**src/rtl/soft_tbm_mc.sv**
```systemverilog
// soft_tbm_mc: multi-chain soft TBM emulator.
// Decodes trigger-bus events and drives ROC/TBM command strobes. Triggers are
// queued and then read out one at a time: two header words, a serial token
// pass through every enabled chain, and three trailer words.
// Every state change is qualified by the sync clock-enable.
// Optional build macro SOFT_TBM_MC_TOUT_DELAY_EN adds a 16-tick tout delay
// line per chain, selected at run time by tout_delay_ena.
module soft_tbm_mc #(
  parameter int NCH       = 4,
  parameter int QDEPTH    = 16,
  parameter int RO_DELAY  = 10,
  parameter int TRL_DELAY = 4
) (
  input  logic             clk,
  input  logic             reset_n,
  input  logic             sync,
  input  logic [4:0]       trg_in,
  input  logic [3:0]       trg_pos,
  input  logic [NCH-1:0]   chain_ena,
  input  logic [15:0]      token_timeout,
  output logic [NCH-1:0]   tin,
  input  logic [NCH-1:0]   tout,
`ifdef SOFT_TBM_MC_TOUT_DELAY_EN
  input  logic             tout_delay_ena,
`endif
  output logic [NCH-1:0]   deser_ena,
  output logic             cmd_trg,
  output logic             cmd_rsr,
  output logic             cmd_rst,
  output logic             cmd_cal,
  output logic             daq_write,
  output logic [15:0]      daq_data,
  output logic [4:0]       queue_size
);

  localparam int AW = (QDEPTH > 1) ? $clog2(QDEPTH) : 1;
  localparam int CW = (NCH > 1) ? $clog2(NCH) : 1;

  // Flag bit positions inside the per-trigger flag field
  localparam int F_STKF = 0;
  localparam int F_REST = 1;
  localparam int F_RESR = 2;
  localparam int F_SYNC = 3;
  localparam int F_CAL  = 4;

  typedef enum logic [3:0] {
    S_IDLE, S_HDR1, S_HDR2, S_TIN, S_WAIT, S_NEXT, S_TRLW, S_TRL1, S_TRL2, S_TRL3
  } state_t;

  state_t            state, state_nxt;

  logic              ev_syn, ev_trg, ev_rsr, ev_rst, ev_cal;
  logic              q_full, q_empty, push, pop, ro_enable;
  logic [AW-1:0]     wr_ptr, rd_ptr;
  logic [7:0]        q_ev  [QDEPTH];
  logic [3:0]        q_pos [QDEPTH];
  logic [4:0]        q_flg [QDEPTH];
  logic [QDEPTH-1:0] q_tok;
  logic [7:0]        h_ev;
  logic [3:0]        h_pos;
  logic [4:0]        h_flg;
  logic              h_tok;

  logic [7:0]        ev_cnt;
  logic [4:0]        flags, flg_set, flg_merged;
  logic [15:0]       ro_veto;

  logic [CW-1:0]     ch;
  logic [NCH-1:0]    chain_mask, to_mask, tout_eff;
  logic [15:0]       timer, trl_cnt;
  logic              ntok, tout_ch, tmo_hit, word_vld;
  logic [CW:0]       first_pick, nxt_pick;
  logic [7:0]        to_mask8;

  // Lowest enabled chain at or above start; MSB of the result is 'found'.
  function automatic logic [CW:0] pick_chain(input logic [NCH-1:0] mask, input int start);
    logic [CW:0] r;
    r = '0;
    for (int i = NCH - 1; i >= 0; i--) begin
      if (mask[i] && (i >= start)) r = {1'b1, CW'(i)};
    end
    return r;
  endfunction

  // Event decode: the bus is only meaningful on sync ticks
  assign ev_syn = sync & trg_in[0];
  assign ev_trg = sync & trg_in[1];
  assign ev_rsr = sync & trg_in[2];
  assign ev_rst = sync & trg_in[3];
  assign ev_cal = sync & trg_in[4];

  assign q_full    = (queue_size == 5'(QDEPTH));
  assign q_empty   = (queue_size == 5'd0);
  assign push      = ev_trg & ~q_full & ~ev_rst;
  assign pop       = sync & (state == S_TRL2) & ~ev_rst;
  assign ro_enable = ~q_empty & (ro_veto == 16'd0);

  assign h_ev  = q_ev[rd_ptr];
  assign h_pos = q_pos[rd_ptr];
  assign h_flg = q_flg[rd_ptr];
  assign h_tok = q_tok[rd_ptr];

  // Flags raised this tick are attributed to a trigger pushed in the same tick
  assign flg_set[F_STKF] = ev_trg & q_full & ~ev_rst;
  assign flg_set[F_REST] = ev_rst;
  assign flg_set[F_RESR] = ev_rsr | ev_rst;
  assign flg_set[F_SYNC] = ev_syn;
  assign flg_set[F_CAL]  = ev_cal;
  assign flg_merged      = flags | flg_set;

`ifdef SOFT_TBM_MC_TOUT_DELAY_EN
  logic [15:0]    tout_sr [NCH];
  logic [NCH-1:0] tout_dly;

  // Per-chain tout delay line, advanced on sync ticks
  always_ff @(posedge clk or negedge reset_n) begin
    if (!reset_n) begin
      for (int i = 0; i < NCH; i++) tout_sr[i] <= '0;
    end else if (sync) begin
      for (int i = 0; i < NCH; i++) tout_sr[i] <= {tout_sr[i][14:0], tout[i]};
    end
  end

  // Tap the last stage of each delay line
  always_comb begin
    tout_dly = '0;
    for (int i = 0; i < NCH; i++) tout_dly[i] = tout_sr[i][15];
  end

  assign tout_eff = tout_delay_ena ? tout_dly : tout;
`else
  assign tout_eff = tout;
`endif

  assign tout_ch    = tout_eff[ch];
  assign tmo_hit    = sync & (state == S_WAIT) & ~tout_ch & ~flags[F_RESR] & (timer <= 16'd1);
  assign first_pick = pick_chain(chain_ena, 0);
  assign nxt_pick   = pick_chain(chain_mask, int'(ch) + 1);
  assign to_mask8   = 8'(to_mask);

  // Queue payload storage; contents are only meaningful while occupied
  always_ff @(posedge clk) begin
    if (push) begin
      q_ev[wr_ptr]  <= ev_cnt;
      q_pos[wr_ptr] <= trg_pos;
      q_flg[wr_ptr] <= flg_merged;
    end
  end

  // Queue control: token bits, pointers and occupancy
  always_ff @(posedge clk or negedge reset_n) begin
    if (!reset_n) begin
      q_tok      <= '0;
      wr_ptr     <= '0;
      rd_ptr     <= '0;
      queue_size <= '0;
    end else if (ev_rst) begin
      q_tok      <= '0;
      wr_ptr     <= '0;
      rd_ptr     <= '0;
      queue_size <= '0;
    end else begin
      if (ev_rsr) q_tok <= '0;
      if (push) begin
        q_tok[wr_ptr] <= 1'b1;
        wr_ptr        <= wr_ptr + 1'b1;
      end
      if (pop) rd_ptr <= rd_ptr + 1'b1;
      case ({push, pop})
        2'b10:   queue_size <= queue_size + 5'd1;
        2'b01:   queue_size <= queue_size - 5'd1;
        default: queue_size <= queue_size;
      endcase
    end
  end

  // Event counter, status flags and readout veto
  always_ff @(posedge clk or negedge reset_n) begin
    if (!reset_n) begin
      ev_cnt  <= '0;
      flags   <= '0;
      ro_veto <= '0;
    end else if (sync) begin
      if (ev_syn)    ev_cnt <= '0;
      else if (push) ev_cnt <= ev_cnt + 8'd1;
      flags <= push ? 5'd0 : flg_merged;
      if (push && (queue_size <= 5'd1)) ro_veto <= 16'(RO_DELAY);
      else if (ro_veto != 16'd0)        ro_veto <= ro_veto - 16'd1;
    end
  end

  // Command strobes, each held for exactly one sync tick
  always_ff @(posedge clk or negedge reset_n) begin
    if (!reset_n) begin
      cmd_trg <= 1'b0;
      cmd_rsr <= 1'b0;
      cmd_rst <= 1'b0;
      cmd_cal <= 1'b0;
    end else if (sync) begin
      cmd_trg <= push;
      cmd_rsr <= ev_rsr | ev_rst | tmo_hit;
      cmd_rst <= ev_rst;
      cmd_cal <= ev_cal;
    end
  end

  // Readout state register
  always_ff @(posedge clk or negedge reset_n) begin
    if (!reset_n) state <= S_IDLE;
    else          state <= state_nxt;
  end

  // Readout next-state logic
  always_comb begin
    state_nxt = state;
    if (sync) begin
      if (ev_rst) begin
        state_nxt = S_IDLE;
      end else begin
        case (state)
          S_IDLE: if (ro_enable) state_nxt = S_HDR1;
          S_HDR1: state_nxt = S_HDR2;
          S_HDR2: state_nxt = (h_tok && (chain_ena != '0)) ? S_TIN : S_TRL1;
          S_TIN:  state_nxt = S_WAIT;
          S_WAIT: if (tout_ch || flags[F_RESR] || (timer <= 16'd1)) state_nxt = S_NEXT;
          S_NEXT: state_nxt = nxt_pick[CW] ? S_TIN : S_TRLW;
          S_TRLW: if (trl_cnt <= 16'd1) state_nxt = S_TRL1;
          S_TRL1: state_nxt = S_TRL2;
          S_TRL2: state_nxt = S_TRL3;
          S_TRL3: state_nxt = S_IDLE;
          default: state_nxt = S_IDLE;
        endcase
      end
    end
  end

  // Token-pass bookkeeping: current chain, timers, masks
  always_ff @(posedge clk or negedge reset_n) begin
    if (!reset_n) begin
      ch         <= '0;
      chain_mask <= '0;
      to_mask    <= '0;
      timer      <= '0;
      trl_cnt    <= '0;
      ntok       <= 1'b0;
    end else if (sync) begin
      case (state)
        S_HDR2: begin
          chain_mask <= chain_ena;
          to_mask    <= '0;
          ntok       <= ~(h_tok & (chain_ena != '0));
          ch         <= first_pick[CW-1:0];
        end
        S_TIN: timer <= token_timeout;
        S_WAIT: begin
          if (timer != 16'd0) timer <= timer - 16'd1;
          if (tmo_hit) to_mask[ch] <= 1'b1;
        end
        S_NEXT: begin
          if (nxt_pick[CW]) ch <= nxt_pick[CW-1:0];
          trl_cnt <= 16'(TRL_DELAY);
        end
        S_TRLW: if (trl_cnt != 16'd0) trl_cnt <= trl_cnt - 16'd1;
        default: ;
      endcase
    end
  end

  // Output decode: token strobes, deserializer enables and DAQ words
  always_comb begin
    tin       = '0;
    deser_ena = '0;
    daq_data  = '0;
    word_vld  = 1'b0;
    case (state)
      S_TIN: begin
        tin[ch]       = 1'b1;
        deser_ena[ch] = 1'b1;
      end
      S_WAIT: deser_ena[ch] = 1'b1;
      S_HDR1: begin
        word_vld = 1'b1;
        daq_data = {8'hA0, h_ev};
      end
      S_HDR2: begin
        word_vld = 1'b1;
        daq_data = {8'h80, 4'h0, h_pos};
      end
      S_TRL1: begin
        word_vld = 1'b1;
        daq_data = {8'hE0, ntok, h_flg[F_REST], h_flg[F_RESR], 1'b0,
                    h_flg[F_SYNC], 1'b0, h_flg[F_CAL], h_flg[F_STKF]};
      end
      S_TRL2: begin
        // Auto-reset is never generated here, so its bit stays 0
        word_vld = 1'b1;
        daq_data = {8'hC0, 1'b0, (to_mask != '0), 2'b00, queue_size[3:0]};
      end
      S_TRL3: begin
        word_vld = 1'b1;
        daq_data = {8'hD0, to_mask8};
      end
      default: ;
    endcase
  end

  assign daq_write = word_vld & sync;

endmodule

```
**config.mk**
```make
export PLATFORM = sky130hd
export DESIGN_NAME = soft_tbm_mc
export DESIGN_NICKNAME = d
export VERILOG_FILES = /design/src/rtl/soft_tbm_mc.sv
export SDC_FILE = /design/constraint.sdc
export NUM_CORES = 1
export LEC_CHECK = 0
export CORE_ASPECT_RATIO = 1.2
export CORE_MARGIN = 2
export CORE_UTILIZATION = 25
export DETAILED_ROUTE_END_ITERATION = 6
export SYNTH_ARGS = -nofsm -noshare
export SYNTH_HDL_FRONTEND = slang
export SYNTH_SLANG_ARGS = --single-unit
```
**constraint.sdc**
```tcl
create_clock -name clk -period 3.8 [get_ports clk]
set_input_delay 0.95 -clock clk [delete_from_list [all_inputs] [get_ports clk]]
set_output_delay 0.95 -clock clk [all_outputs]
set_load 0.01 [all_outputs]
```
Word-level counts from Yosys, hierarchy flattened. Memories as Yosys holds them, arrays and structs flattened. Index checks and enable logic that the tools add are counted.

Add/subtract/negate cells: 9. Magnitude comparators: 12. Equal/unequal tests: 19. Mux-type cells: 52. Bitwise gates (word level): 29. Reductions and logical operators: 37.

Operators by type and width (number): $mux 16 (8); $pmux 16 s5 (1); $pmux 16 s2 (2); $reduce_bool 16->1 (3); $sub 16x1->16 const B (3); $mux 4 (11); $pmux 4 s9 (1); $le 16x1->1 const B (2); $and 1x1->1 (18); $mux 3 (6); $eq 4x3->1 const B (4); $logic_not 16->1 (1); $mux 8 (2); $or 16x16->16 (1); $reduce_bool 2->1 (8); $reduce_and 3->1 (4); $lt 4x5->1 const B (2); $mux 2 (5); $mux 5 (2); $pmux 5 s2 (1); $add 4x1->4 const B (2); $add 8x1->8 const B (1); $eq 4x2->1 const B (2); $eq 4x4->1 const B (2); 38 further kinds (66).

Bits in registers: 109. Memory bits (writable): 272. Bits of input ports: 36. Output and inout port bits: 34. Logic and storage cells: 179. Memories kept: 3.

Memory list: q_ev (words 16, bits a word 8, read ports 1, clocked after Yosys merged registers in 0, wr ports 1, RTL line 55) `logic [7:0] q_ev [QDEPTH];`; q_flg (words 16, bits a word 5, read ports 1, clocked after Yosys merged registers in 0, wr ports 1, RTL line 57) `logic [4:0] q_flg [QDEPTH];`; q_pos (words 16, bits a word 4, read ports 1, clocked after Yosys merged registers in 0, wr ports 1, RTL line 56) `logic [3:0] q_pos [QDEPTH];`.

Depth between registers and ports, before layout.
Word-level depth: 10. Mapped depth: 9.

Worst setup path after synthesis. OpenSTA, ideal clock, no wires.

Kind: input port to flip-flop. Start: input trg_in[3]. End: memory q_ev[3][0] (enable). Arrival: 3.030 ns. Required time: 3.385 ns. Setup slack: 0.355 ns. Cell stages on the path: 5. Buffers on the path: 2. Path through: clkbuf_1 nor3_2 clkbuf_1 nand2_1 nor3_1.

Longest elaborated chain between the ends: 5.

RTL lines: start, declared (RTL line 17) `input logic [4:0] trg_in,`; $and 1x1->1 (RTL line 89) `assign ev_rst = sync & trg_in[3];`; $not 1->1 (RTL line 94) `assign push = ev_trg & ~q_full & ~ev_rst;`; $and 1x1->1 (RTL line 94); $mux 1 (RTL line 143) `if (push) begin`; $mux 1 (not written as such) (RTL line 144) `q_ev[wr_ptr] <= ev_cnt;`; end, declared (RTL line 55).

Every way passes these cells.

Worst setup path after layout.
Start: register rd_ptr[0]. End: output daq_data[0].

Longest elaborated chain between the ends: 2. Elaborated cells between the ends (all ways): 4.

RTL lines: start, declared (RTL line 54) `logic [AW-1:0] wr_ptr, rd_ptr;`; start signal, assigned (RTL line 168) `if (pop) rd_ptr <= rd_ptr + 1'b1;`; $mem_v2 16x5 (tied with other cells); $pmux 16 s5 * (RTL line 275) `case (state)`; end, declared (RTL line 32) `output logic [15:0] daq_data,`.

Mark *: on every way between the ends. The rest lies on a longest branch, timed or not.

==> load_flow_metrics.sql <==
INSERT INTO impl_metrics (metric_group, metric, value, unit) VALUES
('synthesis', 'post_synth.cell_area_avg', '15.3', 'µm²'),
('power', 'report.power.total', '12.4', 'mW'),
('detailed_routing', 'post-route-drc-count', '0', ''),
('cells_and_area', 'layout-drive-gt1-share', '24.6', '%'),
('run', 'max-cap-violations', '0', ''),
('floorplan', 'std_cell_rows', '103', ''),
('grt', 'grt_usage', '11.9', '%'),
('floorplan', 'io_pins', '70', ''),
('power', 'ir_drop', '0.279', 'mV'),
('synthesis', 'xor_xnor_portion_of_the_synthesized_cell_area', '1.96', '%'),
('clock_tree', 'number_of_levels_in_the_clock_h_tree', '2', ''),
('cells_and_area', 'final_cell_count_no_fill', '2079', ''),
('cells_and_area', 'multiInputGateArea', '5420', 'µm²'),
('grt', 'grt_overflow', '0', ''),
('synthesis', 'syn_area', '16500', 'µm²'),
('timing', 'layout_worst_path_cycle_share', '104', '%'),
('synthesis', 'ys_seq_area_share', '65.9', '%'),
('cells_and_area', 'final_core_util', '30.9', '%'),
('setup_path', 'critPathRequiredTime', '2.85', 'ns'),
('detailed_routing', 'total_routed_length', '41.0', 'mm'),
('status', 'run_status', 'finished, violations left', ''),
('synthesis', 'post_synth_mux_area_share', '12.7', '%'),
('timing', 'timing.max_slew.rel_slack', '39.3', '%'),
('cells_and_area', 'fin_area', '20300', 'µm²'),
('timing', 'setup_ws', '-0.148', 'ns'),
('timing', 'finalSetupViolCount', '4', ''),
('timing', 'hold_viol', '0', ''),
('floorplan', 'die_height', '285', 'µm'),
('power', 'power.leakage', '7.15', 'nW'),
('clock_tree', 'clock_tree.root_cell', 'sky130_fd_sc_hd__clkbuf_16', ''),
('place', 'place.port_buffers', '65', ''),
('floorplan', 'die_w', '239', 'µm'),
('place', 'post-place-cells', '1981', ''),
('clock_tree', 'tritoncts_num_sinks', '380', ''),
('synthesis', 'synth_simple_gate_area_share', '8.91', '%'),
('timing', 'hold-worst-slack', '0.422', 'ns'),
('setup_path', 'crit_end', 'daq_data[0]', ''),
('place', 'finalWeightedCongestion', '0.828', ''),
('synthesis', 'synthCells', '1078', ''),
('setup_path', 'cp_cell_instances', 'buf_8, mux4_2, mux4_2, a222oi_1, nand2_1, buf_2', ''),
('setup_path', 'rr_startpoint', 'queue_size[0]$_DFFE_PN0P_', ''),
('clock_tree', 'clock_tree.buffer_depth', '3', ''),
('setup_path', 'path_buf_inv', '2', ''),
('synthesis', 'synthArstFlopShare', '28.4', '%'),
('detailed_routing', 'post_drt_wl_per_cell', '19.7', 'µm'),
('clock_tree', 'clk_pin_slew_worst_paths', '0.07', 'ns'),
('status', 'failed_checks', 'setup timing', ''),
('setup_path', 'cpPeakStageDelay', '0.50', 'ns'),
('synthesis', 'synth-main-ff-cell', 'sky130_fd_sc_hd__edfxtp_1', ''),
('detailed_routing', 'remaining_antenna_violation_count', '0', ''),
('clock_tree', 'tritoncts', 'done', ''),
('setup_path', 'worst_path_max_delay_cell', 'sky130_fd_sc_hd__mux4_2', ''),
('grt', 'grt_max_degree', '44', ''),
('timing', 'setup_repair_after_global_routing_missed_its_margin', 'true', ''),
('clock_tree', 'tritoncts.num_buffers', '39', ''),
('detailed_routing', 'first_iter_violations', '919', ''),
('synthesis', 'synth_cell_types', '81', ''),
('setup_path', 'worst-r2r-cell-count', '9', ''),
('setup_path', 'cp-startpoint', 'rd_ptr[0]$_DFFE_PN0P_', ''),
('grt', 'antenna_violations_before_repair', '1', ''),
('cells_and_area', 'area_delta_synth_final', '23.0', '%'),
('setup_path', 'start_kind', 'flop', ''),
('grt', 'grt_first_pass_wirelength', '61.7', 'mm'),
('setup_path', 'critPathMaxFanout', '5', ''),
('synthesis', 'yosys.area.top_type_share', '49.5', '%'),
('setup_path', 'critPathArrivalTime', '3.00', 'ns'),
('setup_path', 'crit_family', 'multiplexers', ''),
('detailed_routing', 'vias_per_cell', '4.83', ''),
('setup_path', 'cpMostUsedCell', 'sky130_fd_sc_hd__mux4_2', ''),
('cells_and_area', 'final_net_count', '1260', ''),
('timing', 'finalMaxSlewViolations', '0', '');
[worst reg2reg max path: stages (launching register included)]
cell                        delay, ns
sky130_fd_sc_hd__dfrtp_1         0.59
sky130_fd_sc_hd__inv_1           0.10
sky130_fd_sc_hd__ha_1            0.27
sky130_fd_sc_hd__and4bb_2        0.28
sky130_fd_sc_hd__nor3_2          0.15
sky130_fd_sc_hd__buf_4           0.32
sky130_fd_sc_hd__o211a_1         0.55
sky130_fd_sc_hd__o2111ai_1       0.22
sky130_fd_sc_hd__xor2_1          0.17
sky130_fd_sc_hd__nor2_1          0.05
[layout by cell type (no fill, tap or decap), types with 5 or more instances in the layout]
cell	synthesis	routed
sky130_fd_sc_hd__xor2_1	27	27
sky130_fd_sc_hd__mux4_2	87	87
sky130_fd_sc_hd__nor2_2	1	5
sky130_fd_sc_hd__clkbuf_1	46	8
sky130_fd_sc_hd__mux2i_1	5	5
sky130_fd_sc_hd__o2111ai_1	8	8
sky130_fd_sc_hd__nor3_1	23	18
sky130_fd_sc_hd__ha_1	16	16
sky130_fd_sc_hd__or3_1	12	12
sky130_fd_sc_hd__nor2b_1	14	14
sky130_fd_sc_hd__xnor2_1	10	10
sky130_fd_sc_hd__nand3_1	18	16
sky130_fd_sc_hd__o21ai_0	39	39
sky130_fd_sc_hd__nand2_1	39	36
sky130_fd_sc_hd__a21o_1	8	8
sky130_fd_sc_hd__mux2_2	8	8
sky130_fd_sc_hd__edfxtp_1	272	272
sky130_fd_sc_hd__clkdlybuf4s50_1	0	56
sky130_fd_sc_hd__and2_1	6	5
sky130_fd_sc_hd__nor3_2	1	6
sky130_fd_sc_hd__inv_1	18	18
sky130_fd_sc_hd__a21oi_1	54	54
sky130_fd_sc_hd__nand2b_1	10	9
sky130_fd_sc_hd__clkbuf_16	0	40
sky130_fd_sc_hd__nand3b_1	6	6
sky130_fd_sc_hd__buf_12	0	17
sky130_fd_sc_hd__and3_1	11	11
sky130_fd_sc_hd__buf_6	0	12
sky130_fd_sc_hd__clkbuf_8	0	6
sky130_fd_sc_hd__buf_4	5	60
sky130_fd_sc_hd__dfrtp_1	108	104
sky130_fd_sc_hd__or4_1	5	5
sky130_fd_sc_hd__clkinv_2	0	7
sky130_fd_sc_hd__nor2_1	104	100
sky130_fd_sc_hd__nor4_1	11	10
[Yosys cell counts (all sizes together), types with 6 or more instances]
library cell	instances
nand3b	6
clkbuf	46
inv	18
nor2b	14
edfxtp	272
a21o	8
xnor2	10
a21oi	55
or3	13
nor4	11
dfrtp	108
and3	11
xor2	27
mux4	87
and2	6
ha	16
o2111ai	10
or4	9
nor3	24
nand2b	10
nand3	18
mux2	8
buf	19
nor2	105
nand2	39
o21ai	43
[timing repair]
item | in CTS | in global routing
cloned | 2 | 1
gates resized for setup | 62 | 16
pin swaps | 11 | 8
setup endpoints to repair | 10 | 9
buffers inserted | 15 | 11
[final cells by class]
type,count,share of cell area (%)
flip-flops and latches,380,53.6
multi-input cells,618,26.7
repair buffers,151,7.72
clock buffers,53,5.36
well taps,840,5.18
clock inverters,18,1.09
inverters,18,0.333
diodes,1,0.0123
[power by group]
part | switching [mW] | internal (mW) | total (mW)
Sequential | 0.448 | 4.80 | 5.25
Combinational | 1.64 | 1.63 | 3.26
Clock | 1.62 | 2.30 | 3.93
[cells by family after synthesis]
kind of cell / after synthesis
compound gates: 175
xor+xnor: 37
fa+ha+maj: 16
buf+inv: 83
flops: 380
mux: 100
other cells: 1
simple gates: 286
[layer usage]
metal	track usage (%)	part of all wire, %	vias up
met4	3.22	2.1	0
met3	2.52	7.0	60
met1	16.8	45	5201
met2	18.6	46	329
li1	-	-	4444
met5	0	0	-
[registers in the layout, summed over array words and instances, names as in the netlist, 2 cells and up]
register    cells
q_ev          128
q_flg          80
q_pos          64
q_tok          16
ro_veto        16
timer          16
trl_cnt        16
ev_cnt          8
flags           5
queue_size      5
rd_ptr          4
state           4
to_mask         4
wr_ptr          4
chain_mask      3
ch              2
[worst min path at each step]
stage                              endpoint          startpoint  slack, ns  depth (start not counted)
finish              trl_cnt[12]$_DFFE_PN0P_             reset_n       0.42                          1
global route         trl_cnt[7]$_DFFE_PN0P_             reset_n       0.44                          1
CTS                     cmd_rst$_DFFE_PN0P_             reset_n       0.43                          1
detailed placement       q_tok[3]$_DFF_PN0_  q_tok[3]$_DFF_PN0_       0.46                          1
global placement         q_tok[3]$_DFF_PN0_  q_tok[3]$_DFF_PN0_       0.46                          1
floorplan                q_tok[3]$_DFF_PN0_  q_tok[3]$_DFF_PN0_       0.44                          1
Power figures use the tool's default switching activity.
